`src/rtl/fpa_pkg.sv`:
```
// Shared definitions for the floating-point adder operand packer.
// Frame layout is big-endian: A occupies the upper word of the 64-bit frame.
package fpa_pkg;

   localparam int FRAME_BYTES = 8;
   localparam int FRAME_W     = FRAME_BYTES * 8;
   localparam int IDX_W       = 3;
   localparam logic [IDX_W-1:0] LAST_IDX = IDX_W'(FRAME_BYTES - 1);

   localparam int OPND_W = 32;
   localparam int A_LSB  = 32;
   localparam int B_LSB  = 0;

   typedef enum logic [1:0] {
      IDLE,
      COLLECT,
      DROP
   } state_t;

endpackage

```
`src/rtl/fpa_strobe_delay.sv`:
```
// LATENCY-deep single-bit delay line.
// It clears asynchronously so that a reset cancels any in-flight pulse.
module fpa_strobe_delay #(
   parameter int LATENCY = 2
) (
   input  logic clk,
   input  logic rst,
   input  logic d,
   output logic q
);

   generate
      if (LATENCY == 1) begin : g_one
         always_ff @(posedge clk or posedge rst) begin
            if (rst) q <= 1'b0;
            else     q <= d;
         end
      end else begin : g_many
         logic [LATENCY-1:0] sr;
         always_ff @(posedge clk or posedge rst) begin
            if (rst) sr <= '0;
            else     sr <= {sr[LATENCY-2:0], d};
         end
         assign q = sr[LATENCY-1];
      end
   endgenerate

endmodule

```
`src/rtl/fpa_operand_packer.sv`:
```
// Assembles 8-byte frames into operand pairs A/B for the registered FP adder wrapper.
// Bad frames are counted and dropped; the operands are held until the next good frame arrives.
//
// state   | meaning
// IDLE    | no frame in progress, waiting for byte0
// COLLECT | bytes 1..7 of a frame being gathered into the shadow
// DROP    | over-long frame, discarding bytes until in_last
module fpa_operand_packer
   import fpa_pkg::*;
#(
   parameter int LATENCY = 2,
   parameter int ERR_W   = 8
) (
   input  logic              clk,
   input  logic              rst,
   input  logic              in_valid,
   input  logic [7:0]        in_data,
   input  logic              in_last,
   output logic [OPND_W-1:0] number_A,
   output logic [OPND_W-1:0] number_B,
   output logic              op_strobe,
   output logic              res_strobe,
   output logic              frame_err,
   output logic [ERR_W-1:0]  err_count,
   output logic              busy
);

   state_t             state, state_nxt;
   logic [IDX_W-1:0]   idx;
   logic [FRAME_W-9:0] shadow;
   logic [FRAME_W-1:0] frame;
   logic               store, load, err;

   always_ff @(posedge clk or posedge rst) begin
      if (rst) state <= IDLE;
      else     state <= state_nxt;
   end

   always_comb begin
      state_nxt = state;
      store     = 1'b0;
      load      = 1'b0;
      err       = 1'b0;
      case (state)
         IDLE: begin
            if (in_valid) begin
               if (in_last) begin
                  err = 1'b1;
               end else begin
                  store     = 1'b1;
                  state_nxt = COLLECT;
               end
            end
         end
         COLLECT: begin
            if (in_valid) begin
               if (idx == LAST_IDX) begin
                  if (in_last) begin
                     load      = 1'b1;
                     state_nxt = IDLE;
                  end else begin
                     err       = 1'b1;
                     state_nxt = DROP;
                  end
               end else if (in_last) begin
                  err       = 1'b1;
                  state_nxt = IDLE;
               end else begin
                  store = 1'b1;
               end
            end
         end
         DROP: begin
            if (in_valid && in_last) state_nxt = IDLE;
         end
         default: state_nxt = IDLE;
      endcase
   end

   // Byte7 bypasses the shadow so the operands can load on the same edge it arrives.
   assign frame = {shadow, in_data};

   always_ff @(posedge clk or posedge rst) begin
      if (rst) begin
         idx       <= '0;
         shadow    <= '0;
         number_A  <= '0;
         number_B  <= '0;
         op_strobe <= 1'b0;
         frame_err <= 1'b0;
         err_count <= '0;
      end else begin
         op_strobe <= load;
         frame_err <= err;
         if (store) begin
            idx    <= idx + 1'b1;
            shadow <= {shadow[FRAME_W-17:0], in_data};
         end else if (state_nxt != COLLECT) begin
            idx <= '0;
         end
         if (load) begin
            number_A <= frame[A_LSB +: OPND_W];
            number_B <= frame[B_LSB +: OPND_W];
         end
         if (err && (err_count != {ERR_W{1'b1}}))
            err_count <= err_count + 1'b1;
      end
   end

   assign busy = (state != IDLE);

   fpa_strobe_delay #(
      .LATENCY (LATENCY)
   ) u_res_delay (
      .clk (clk),
      .rst (rst),
      .d   (op_strobe),
      .q   (res_strobe)
   );

endmodule
```
`config.mk`:
```
export PLATFORM = sky130hd
export DESIGN_NAME = fpa_operand_packer
export DESIGN_NICKNAME = d
export VERILOG_FILES = /design/src/rtl/fpa_pkg.sv /design/src/rtl/fpa_strobe_delay.sv /design/src/rtl/fpa_operand_packer.sv
export SDC_FILE = /design/constraint.sdc
export NUM_CORES = 1
export LEC_CHECK = 0
export CORE_MARGIN = 3
export CORE_UTILIZATION = 35
export CTS_CLUSTER_DIAMETER = 200
export CTS_CLUSTER_SIZE = 20
export DETAILED_ROUTE_END_ITERATION = 16
export PLACE_DENSITY = 0.64
export SLEW_MARGIN = 20
export SYNTH_ARGS = -nofsm -noshare
export SYNTH_HDL_FRONTEND = slang
export SYNTH_SLANG_ARGS = --single-unit
```
`constraint.sdc`:
```
create_clock -name clk -period 8.8 [get_ports clk]
set_clock_uncertainty 0.15 [all_clocks]
set_input_delay 1.76 -clock clk [delete_from_list [all_inputs] [get_ports clk]]
set_output_delay 1.76 -clock clk [all_outputs]
set_load 0.01 [all_outputs]
```
== Word level (Yosys, flattened, before mapping) ==
Cells that the tools add are included.

* Add/sub/neg operators: 2
* Equality and inequality tests: 5
* Multiplexer cells: 23
* Reductions and logical operators: 5

{| class="wikitable"
|+ Operator list
! kind !! number
|-
| two-way mux 2 bit || 7
|-
| two-way mux 1 bit || 11
|-
| adder 8 x 1 -> 8 bit, second input constant || 1
|-
| != test 8 bit, second input constant || 1
|-
| two-way mux 3 bit || 2
|-
| one-hot mux 2 bit (3 select lines) || 1
|-
| one-hot mux 1 bit (2 select lines) || 2
|-
| nonzero test 2 bit || 2
|-
| adder 3 x 1 -> 3 bit, second input constant || 1
|-
| equality test 3 bit, second input constant || 1
|-
| equality test 2 x 1 -> 1 bit, second input constant || 1
|-
| equality test 2 bit, second input constant || 1
|-
| logical AND 1 bit || 2
|-
| logical NOT 2 bit || 1
|-
| != test 2 x 1 -> 1 bit, second input constant || 1
|}

* Bits in registers: 137
* Bits of input ports: 12
* Logic and storage cells: 44

== Logic depth before layout (Yosys ltp) ==
Gate-level depths: netlist (run 1).

* Word-level depth: 7
* Depth in mapped cells: 10

== By module ==
From an unflattened synthesis (run 1), not the netlist that was laid out.

* Cells, all modules: 334
* Area, all modules: 5331.4 µm²

{| class="wikitable"
|+ By module, submodules not included
! module !! instances !! cells each !! area each (µm²) !! seq. area each (µm²)
|-
| fpa_operand_packer || 1 || 331 || 5277.6 || 3378.2
|-
| fpa_strobe_delay || 1 || 3 || 53.8 || 50.0
|}

== Worst setup path before layout (run 1) ==
Ideal clock, no wire load.

* Path type: in2reg
* From: in in_last
* To: reg err_count[1]
* Setup time: 0.128 ns
* Arrival time: 2.922 ns
* Required time: 8.522 ns
* Slack: 5.600 ns
* Stages on the path: 7
* Path buffers: 0
* Cells stage by stage: inv_1 -> ha_1 -> mux2_1 -> nand2_2 -> inv_2 -> nand2_1 -> mux2_1

* Word-level cells in the longest chain between the ends: 5

{| class="wikitable"
|+ Ends and longest elaborated chain
! what !! line !! text
|-
| start, declared || fpa_operand_packer.sv:18 || <nowiki>input logic in_last,</nowiki>
|-
| two-way mux 1 bit, on equally long branches || fpa_operand_packer.sv:47, fpa_operand_packer.sv:65, fpa_operand_packer.sv:58 ||
|-
| two-way mux 1 bit || fpa_operand_packer.sv:57 || <nowiki>if (idx == LAST_IDX) begin</nowiki>
|-
| two-way mux 1 bit || fpa_operand_packer.sv:56 || <nowiki>if (in_valid) begin</nowiki>
|-
| one-hot mux 1 bit (2 select lines) (*) || fpa_operand_packer.sv:44 || <nowiki>case (state)</nowiki>
|-
| net err || fpa_operand_packer.sv:32 || <nowiki>logic store, load, err;</nowiki>
|-
| logical AND 1 bit (*) || fpa_operand_packer.sv:105 || <nowiki>if (err && (err_count != {ERR_W{1'b1}}))</nowiki>
|-
| end signal, assigned || fpa_operand_packer.sv:106 || <nowiki>err_count <= err_count + 1'b1;</nowiki>
|-
| end, declared || fpa_operand_packer.sv:24 || <nowiki>output logic [ERR_W-1:0] err_count,</nowiki>
|}

The timed path passes the listed nets; every way through them passes the cells marked *.
A chain may end at the register's enable or synchronous reset.

== Worst setup path after layout (run 1) ==
* From: in in_last
* To: reg shadow[50]

* Word-level cells in the longest chain between the ends: 4

{| class="wikitable"
|+ Ends and longest elaborated chain
! what !! line !! text
|-
| two-way mux 1 bit (*) || fpa_operand_packer.sv:47, fpa_operand_packer.sv:65 ||
|-
| two-way mux 1 bit || fpa_operand_packer.sv:57 ||
|-
| two-way mux 1 bit || fpa_operand_packer.sv:56 ||
|-
| one-hot mux 1 bit (2 select lines) (*) || fpa_operand_packer.sv:44 ||
|-
| end signal, assigned || fpa_operand_packer.sv:97 || <nowiki>shadow <= {shadow[FRAME_W-17:0], in_data};</nowiki>
|-
| end, declared || fpa_operand_packer.sv:30 || <nowiki>logic [FRAME_W-9:0] shadow;</nowiki>
|}

Mark *: on every way between the ends. The rest lies on a longest branch, timed or not.

==> impl_metrics.yaml, run 1 <==
status:
  status: "completed"
clock_network:
  cts_buffers: 17
  htree_levels: 4
  post_cts_buffers: 0
  clock_latency_ns: 0.41
  clockBufferDepth: 2
  cts.reportedPaths.clkPinSlew_ns: 0.05
  clock_sinks: 137
  ctsResizeCount: 0
  cts-root-buf: "clkbuf_16"
  cts_tree: "built"
  cts_hold_buf: 0
worst_setup_path:
  cp_slowest_cell: "nand2_4"
  crit_path_start_kind: "primary input"
  path_cells: "clkdlybuf4s50_1, inv_1, ha_1, nand2_1, o21ai_2, nand2_4, mux2_2"
  rrSetupSlack_ns: 6.19
  reg2regPathDepth: 8
  end_kind: "flop"
  crit_path_end: "shadow[50]"
  critPathMaxFanout: 57
  crit_type: "in2reg"
  arrival_ns: 3.96
  cpPeakStageDelay_ns: 0.65
  worstPathRequired_ns: 8.94
  reg2reg_to: "shadow[23]"
  r2r-start: "idx[0]"
  cp-startpoint: "in_last"
detailed_routing:
  drt_pass1_iterations: 4
  vias: 2907
  drt_iter0_markers: 94
  drc: 0
  wl_per_cell_um: 15.4
  drt-vias-per-instance: 4.51
  routed_wl_um: 9920
  ant_nets: 0
grt:
  antenna_found_initial: 0
  grt_first_pass_wirelength_um: 16600
  met2_usage_pct: 17.0
  top_usage_layer: "met2"
  grt_max_degree: 75
  track_usage_pct: 12.0
  met1_usage_pct: 16.0
  use_met3_pct: 4.66
  overflow: 0
  grt_pass1_vias: 3155
timing:
  finalSetupViolCount: 0
  drv_slew: 0
  hold_viol: 0
  setup_tns_ns: 0
  worst_slew_pin_slew_ns: 0.929
  slew_headroom_pct: 38.1
  rsz0062_at_grt: "no"
  min_period_ns: 3.83
  min_period_over_period_pct: 43.5
  max_freq_ghz: 0.261
  setup_ws_ns: 4.97
  hold_ws_ns: 0.196
finish:
  diodes: 0
  fin_nets: 440
  design_area_um2: 7180
  areaGrowthSynthToFinish_pct: 28.5
  drive_gt1_share_pct: 33.7
synthesis:
  ys_ff_latch: 137
  ys_warn_count: 0
  yosysSeqAreaShare_pct: 61.3
  ys.flop_type: "dfrtp_1"
  syn_area_per_cell_um2: 17.0
  synth_area_um2: 5590
  ys_types: 34
  async_flop_share_pct: 100
  syn_nets: 346
  syn_inst: 329
  synth_edf_count: 0
power_and_ir_drop:
  ir_drop_uv: 128
  power_mw: 1.82
  power.leakage_nw: 3.47
  power_density_nw_per_um2: 253
die:
  die_area_um2: 17500
  fp.dieH_um: 132
  start_util_pct: 36.2
  rows: 45
  die_w_um: 132
  coreArea_um2: 15400
  io_pins: 88
min_path:
  hp-start: "u_res_delay.g_many.sr[0]"
  min-delay-path-class: "reg2reg"
placement:
  gp_congestion: 0.698
  dpl.hpwl_um: 6110
  port_buffers: 87
  dp_slack_ns: 4.53
  place_area_um2: 6620
run:
  maxCapViolCount: 0
-- registers in the layout, summed over array words and instances (netlist names) --
| register | cells |
|---|---|
| err_count | 8 |
| number_A | 32 |
| frame_err | 1 |
| u_res_delay.g_many.sr | 2 |
| op_strobe | 1 |
| number_B | 32 |
| idx | 3 |
| state | 2 |
| shadow | 56 |
-- stage by stage --
| step | instances | utilization (%) |
|---|---|---|
| 2_1_floorplan | 329 | - |
| 3_3_place_gp | 615 | 42.9 |
| 3_5_place_dp | 615 | 42.9 |
| 4_1_cts | 644 | 46.5 |
| 5_1_grt | 644 | 46.6 |
| 6_report | 644 | 46.6 |
-- worst min path at each step --
stage | to | slack (ns) | cells past startpoint
after floorplan | u_res_delay.g_many.sr[1] | 0.18 | 0
after global placement | u_res_delay.g_many.sr[1] | 0.18 | 0
after detailed placement | u_res_delay.g_many.sr[1] | 0.19 | 0
after CTS | u_res_delay.g_many.sr[1] | 0.20 | 0
after global routing | u_res_delay.g_many.sr[1] | 0.21 | 0
final | u_res_delay.g_many.sr[1] | 0.20 | 0
-- power breakdown --
group          switching [mW]  total, mW  internal, mW
clock                   0.243      0.677         0.435
sequential              0.117      0.881         0.764
combinational          0.0861      0.260         0.174
total                   0.446       1.82          1.37
-- synthesized netlist by cell type, types with 2 or more instances --
| cell type | n | area share [%] |
|---|---|---|
| dfrtp_1 | 137 | 61 |
| mux2_4 | 69 | 19 |
| mux2_2 | 42 | 8.5 |
| mux2_1 | 12 | 2.4 |
| buf_6 | 10 | 2.0 |
| nand2_1 | 8 | 0.54 |
| inv_1 | 6 | 0.40 |
| ha_1 | 5 | 1.1 |
| a21oi_1 | 3 | 0.27 |
| buf_2 | 3 | 0.27 |
| nand4_1 | 3 | 0.34 |
| a31oi_1 | 2 | 0.22 |
| a32o_1 | 2 | 0.36 |
| mux2i_1 | 2 | 0.36 |
| nand3_1 | 2 | 0.18 |
| nor2_1 | 2 | 0.13 |
| nor4_2 | 2 | 0.45 |
| xnor2_1 | 2 | 0.31 |
| xor2_1 | 2 | 0.31 |
-- kinds of logic after synthesis --
| family | count (synthesis) | synth area share [%] |
|---|---|---|
| muxes | 125 | 29.8 |
| AOI/OAI and AO/OA | 12 | 1.54 |
| and+or+nand+nor | 25 | 2.71 |
| adders and majority gates | 5 | 1.12 |
| buffers and inverters | 21 | 2.89 |
| xor gates and xnor gates | 4 | 0.627 |
| DFF | 137 | 61.3 |
-- layout make-up --
type / instances / area, um^2
clock inverters: 3 / 65.1
inverters: 7 / 31.3
well taps: 211 / 264
flip-flops and latches: 137 / 3430
fillers: 1391 / 8250
repair buffers: 89 / 890
clock buffers: 26 / 489
multi-input cells: 171 / 2010
-- layer usage --
layer	wire length (um)	part of all wire (%)	up-vias
li1	-	-	1349
met4	150	1.5	0
met2	4410	44	83
met1	4820	49	1463
met5	0	0	-
met3	535	5.4	12
-- cells in the final DEF, fill, tap and decap left out, types with 5 or more instances in the layout --
master / instances
clkbuf_1: 6
clkbuf_16: 17
nand2_1: 7
inv_1: 5
mux2_2: 42
dfrtp_1: 137
ha_1: 5
clkdlybuf4s50_1: 87
mux2_1: 12
mux2_4: 69
-- critical path, delay by kind of cell --
| kind | cells | cell delay [ns] |
|---|---|---|
| multiplexers | 1 | 0.41 |
| adder cells (fa/ha/maj) | 1 | 0.21 |
| AO/OA/AOI/OAI | 1 | 0.09 |
| buffers and inverters | 2 | 0.67 |
| AND/OR/NAND/NOR | 2 | 0.73 |
(Power assumes the default switching activity.)
==> run 2, diff against run 1 <==
--- a/config.mk
+++ b/config.mk
@@ -10,7 +10,7 @@
 export CTS_CLUSTER_DIAMETER = 200
 export CTS_CLUSTER_SIZE = 20
 export DETAILED_ROUTE_END_ITERATION = 16
-export PLACE_DENSITY = 0.64
+export PLACE_DENSITY = 0.66
 export SLEW_MARGIN = 20
 export SYNTH_ARGS = -nofsm -noshare
 export SYNTH_HDL_FRONTEND = slang
==> constraint.sdc (replaced) <==
create_clock -name clk -period 3.4 [get_ports clk]
set_clock_uncertainty 0.15 [all_clocks]
set_input_delay 0.68 -clock clk [delete_from_list [all_inputs] [get_ports clk]]
set_output_delay 0.68 -clock clk [all_outputs]
set_load 0.01 [all_outputs]
==> impl_metrics.yaml, run 2 (synthesized netlist as in run 1, its figures left out) <==
grt:
  grt_pass1_vias: 3161
  track_usage_pct: 12.3
  overflow: 0
  grt_max_degree: 138
  grt_first_pass_wirelength_um: 17100
  antenna_found_initial: 0
worst_setup_path:
  critPathMaxFanout: 10
  critPathTopFamily: "flip-flops"
  end_kind: "output pin"
  worstPathRequired_ns: 2.57
  crit_path_start_kind: "flop"
  path_cells: "or2_2, clkdlybuf4s50_1"
  cpPeakStageDelay_ns: 0.50
  arrival_ns: 1.71
  crit_buf_inv: 1
  crit_type: "reg2out"
  cp_slowest_cell: "dfrtp_1"
finish:
  largest_register_ffs: 56
  drive_gt1_share_pct: 34.3
  layout_common_cells: "dfrtp_1, clkdlybuf4s50_1, mux2_4"
  top_regs: "shadow (56), number_A (32), number_B (32)"
  final_common_cell: "dfrtp_1"
  fin_nets: 443
  design_area_um2: 7240
  largest-register: "shadow"
  diodes: 0
  areaGrowthSynthToFinish_pct: 29.5
  final_util_pct: 46.9
timing:
  worst_slew_pin_slew_ns: 0.718
  max_freq_ghz: 0.394
  finalSetupViolCount: 0
  min_period_ns: 2.54
  rsz0062_at_grt: "no"
  hold_viol: 0
  slew_headroom_pct: 52.1
  drv_slew: 0
  hold_ws_ns: 0.197
  min_period_over_period_pct: 74.6
  setup_tns_ns: 0
clock_network:
  htree_levels: 4
  cts_buffers: 17
  cts-root-buf: "clkbuf_16"
  clockBufferDepth: 2
  post_cts_buffers: 0
  cts_hold_buf: 0
  clock_sinks: 137
  clock_latency_ns: 0.41
  ctsResizeCount: 0
  cts.reportedPaths.clkPinSlew_ns: 0.06
  cts_tree: "built"
power_and_ir_drop:
  power_mw: 4.69
  ir_drop_uv: 329
  power.leakage_nw: 3.50
  power_density_nw_per_um2: 648
die:
  rows: 45
  die_w_um: 132
  start_util_pct: 36.2
  io_pins: 88
  coreArea_um2: 15400
  die_area_um2: 17500
  fp.dieH_um: 132
status:
  status: "completed"
detailed_routing:
  drt_iter0_markers: 117
  vias: 2929
  drt_pass1_iterations: 4
  routed_wl_um: 10000
  ant_nets: 0
  drt-vias-per-instance: 4.53
  wl_per_cell_um: 15.5
  drc: 0
placement:
  port_buffers: 87
  gp_congestion: 0.737
  dpl.hpwl_um: 6400
  place_area_um2: 6700
min_path:
  min-delay-path-class: "reg2reg"
run:
  maxCapViolCount: 0
==> run 2: cell count changes in the layout (fill, tap and decap cells not counted), sizes merged <==
cell / change
buf: +3
inv: -1
clkinvlp: +1
clkbuf: -2
clkinv: +1
==> run 2: worst register-to-register path: cells and delay by family (launching register included) <==
family,cells,cell delay (ns)
adders and majority gates,3,0.66
and+or+nand+nor,2,0.27
muxes,2,0.63
DFF,1,0.39
buffers and inverters,2,0.17
==> run 2: power breakdown <==
group          internal [mW]  leakage (nW)  switching [mW]
sequential              1.98          1.78           0.314
clock                   1.10         0.266           0.615
combinational          0.454          1.44           0.228
==> run 2: worst paths after layout <==
kind                                          startpoint                       end  slack (ns)  cells past startpoint
worst max-delay path                            state[0]                      busy        0.86                      2
worst min-delay path            u_res_delay.g_many.sr[0]  u_res_delay.g_many.sr[1]        0.20                      0
worst max register to register                    idx[0]              err_count[1]        0.98                      9
worst min register to register  u_res_delay.g_many.sr[0]  u_res_delay.g_many.sr[1]        0.20                      0
max in group asynchronous                            rst  u_res_delay.g_many.sr[0]        1.90                      3
min in group asynchronous                            rst              number_A[20]        0.69                      3
==> run 2: metal layers <==
layer	global-route usage (%)	part of all wire, %	vias up
met5	0	0	-
met4	4.91	1.4	0
met3	5.46	6.5	11
met2	17.0	44	71
met1	16.9	48	1477
li1	-	-	1370
==> run 2: layout make-up <==
| type | instances | area, um^2 |
|---|---|---|
| Fill cell | 1363 | 8190 |
| Sequential cell | 137 | 3430 |
| Multi-Input combinational cell | 171 | 2010 |
| Timing Repair Buffer | 92 | 958 |
| Clock buffer | 24 | 472 |
| Tap cell | 211 | 264 |
| Clock inverter | 4 | 70.1 |
| Inverter | 7 | 30.0 |
==> run 2: stage by stage <==
step | std cells | worst slack (ns)
2_1_floorplan | 329 | 0.863
3_3_place_gp | 618 | 0.489
3_5_place_dp | 618 | 0.444
4_1_cts | 646 | 0.828
5_1_grt | 646 | 0.758
6_report | 646 | 0.862
==> run 3, diff against run 2 <==
==> constraint.sdc (replaced) <==
create_clock -name clk -period 2.3 [get_ports clk]
set_clock_uncertainty 0.15 [all_clocks]
set_input_delay 0.46 -clock clk [delete_from_list [all_inputs] [get_ports clk]]
set_output_delay 0.46 -clock clk [all_outputs]
set_load 0.01 [all_outputs]
==> impl_metrics.yaml, run 3 (synthesized netlist as in run 1, its figures left out) <==
timing:
  min_period_ns: 2.22
  min_period_over_period_pct: 96.7
  finalSetupViolCount: 0
  worst_slew_pin_slew_ns: 0.451
  slew_headroom_pct: 69.9
  hold_ws_ns: 0.198
  drv_slew: 0
  rsz0062_at_grt: "no"
  hold_viol: 0
  max_freq_ghz: 0.450
worst_setup_path:
  crit_path_start_kind: "flop"
  cp_slowest_cell: "clkdlybuf4s50_1"
  arrival_ns: 1.61
  critPathTopFamily: "buffers and inverters"
  crit_buf_inv: 1
  path_depth: 2
  cp-startpoint: "state[1]"
  reg2regPathDepth: 8
  end_kind: "output pin"
  crit_type: "reg2out"
  rrSetupSlack_ns: 0.16
  path_cells: "or2_2, clkdlybuf4s50_1"
  crit_path_end: "busy"
  reg2reg_to: "err_count[7]"
  critPathMaxFanout: 5
  worstPathRequired_ns: 1.69
  r2r-start: "idx[0]"
  cpPeakStageDelay_ns: 0.48
finish:
  final_util_pct: 48.3
  largest_register_ffs: 56
  drive_gt1_share_pct: 38.9
  layout_common_cells: "dfrtp_1, clkdlybuf4s50_1, mux2_4"
  largest-register: "shadow"
  n_fill_cell: 1358
  top_regs: "shadow (56), number_A (32), number_B (32)"
  fin_nets: 456
  final_common_cell: "dfrtp_1"
  diodes: 0
  final_cells: 663
  areaGrowthSynthToFinish_pct: 33.4
die:
  io_pins: 88
  die_area_um2: 17500
  rows: 45
  start_util_pct: 36.2
  die_w_um: 132
  fp.dieH_um: 132
  coreArea_um2: 15400
power_and_ir_drop:
  power_mw: 7.29
  power.leakage_nw: 3.61
  power_density_nw_per_um2: 978
  ir_drop_uv: 461
detailed_routing:
  drt_iter0_markers: 96
  wl_per_cell_um: 15.4
  drt_pass1_iterations: 4
  drt-vias-per-instance: 4.52
  routed_wl_um: 10200
  vias: 3000
  ant_nets: 0
  drc: 0
grt:
  grt_max_degree: 55
  antenna_found_initial: 0
  overflow: 0
  grt_first_pass_wirelength_um: 17400
  grt_pass1_vias: 3309
  track_usage_pct: 12.4
clock_network:
  cts-root-buf: "clkbuf_16"
  clock_latency_ns: 0.41
  cts_hold_buf: 0
  htree_levels: 4
  cts_tree: "built"
  clock_sinks: 137
  clockBufferDepth: 2
  cts_buffers: 17
  cts.reportedPaths.clkPinSlew_ns: 0.06
placement:
  gp_congestion: 0.775
  dp_cells: 630
  dpl.hpwl_um: 6810
  port_buffers: 87
run:
  maxCapViolCount: 0
min_path:
  min-delay-path-class: "reg2reg"
status:
  status: "completed"
-- run 3: repair_timing --
action                     4_1_cts  5_1_grt
resized for setup                1        4
pin swaps                        0        1
setup buffers                    1        0
setup endpoints to repair        1        2
-- run 3: cell type report --
type / count / area [um^2] / area share (%)
Timing Repair Buffer: 105 / 1080 / 14.5
Tap cell: 211 / 264 / 3.54
Multi-Input combinational cell: 171 / 2030 / 27.2
Clock buffer: 17 / 425 / 5.71
Sequential cell: 137 / 3430 / 46.0
Clock inverter: 15 / 199 / 2.67
Inverter: 7 / 30.0 / 0.403
-- run 3: worst min path at each step --
stage                                   from                       end  slack, ns  cells after the start
global route        u_res_delay.g_many.sr[0]  u_res_delay.g_many.sr[1]       0.21                      0
finish              u_res_delay.g_many.sr[0]  u_res_delay.g_many.sr[1]       0.20                      0
CTS                 u_res_delay.g_many.sr[0]  u_res_delay.g_many.sr[1]       0.20                      0
floorplan           u_res_delay.g_many.sr[0]  u_res_delay.g_many.sr[1]       0.18                      0
global placement    u_res_delay.g_many.sr[0]  u_res_delay.g_many.sr[1]       0.18                      0
detailed placement  u_res_delay.g_many.sr[0]  u_res_delay.g_many.sr[1]       0.19                      0
-- run 3: per-layer routing --
layer / part of all wire (%) / global-route usage (%) / vias to the layer above
met2: 45 / 18.6 / 75
met3: 5.3 / 3.97 / 12
met1: 48 / 16.6 / 1522
li1: - / - / 1391
met4: 1.6 / 5.37 / 0
met5: 0 / 0 / -
-- run 3: power by group --
part           internal, mW  switching, mW  leakage, nW
sequential             2.92          0.449         1.78
clock                  1.82           1.04        0.304
combinational         0.705          0.352         1.52
total                  5.45           1.85         3.61
-- run 3: through the flow --
step	setup WS (ns)	instance area (um^2)	TNS, ns
after floorplan	-0.0171	5590	-2.35
after global placement	-0.152	6810	-0.903
after detailed placement	-0.200	6810	-1.86
after CTS	0.0293	7440	0
after global routing	0.0181	7460	0
final	0.0770	7460	0
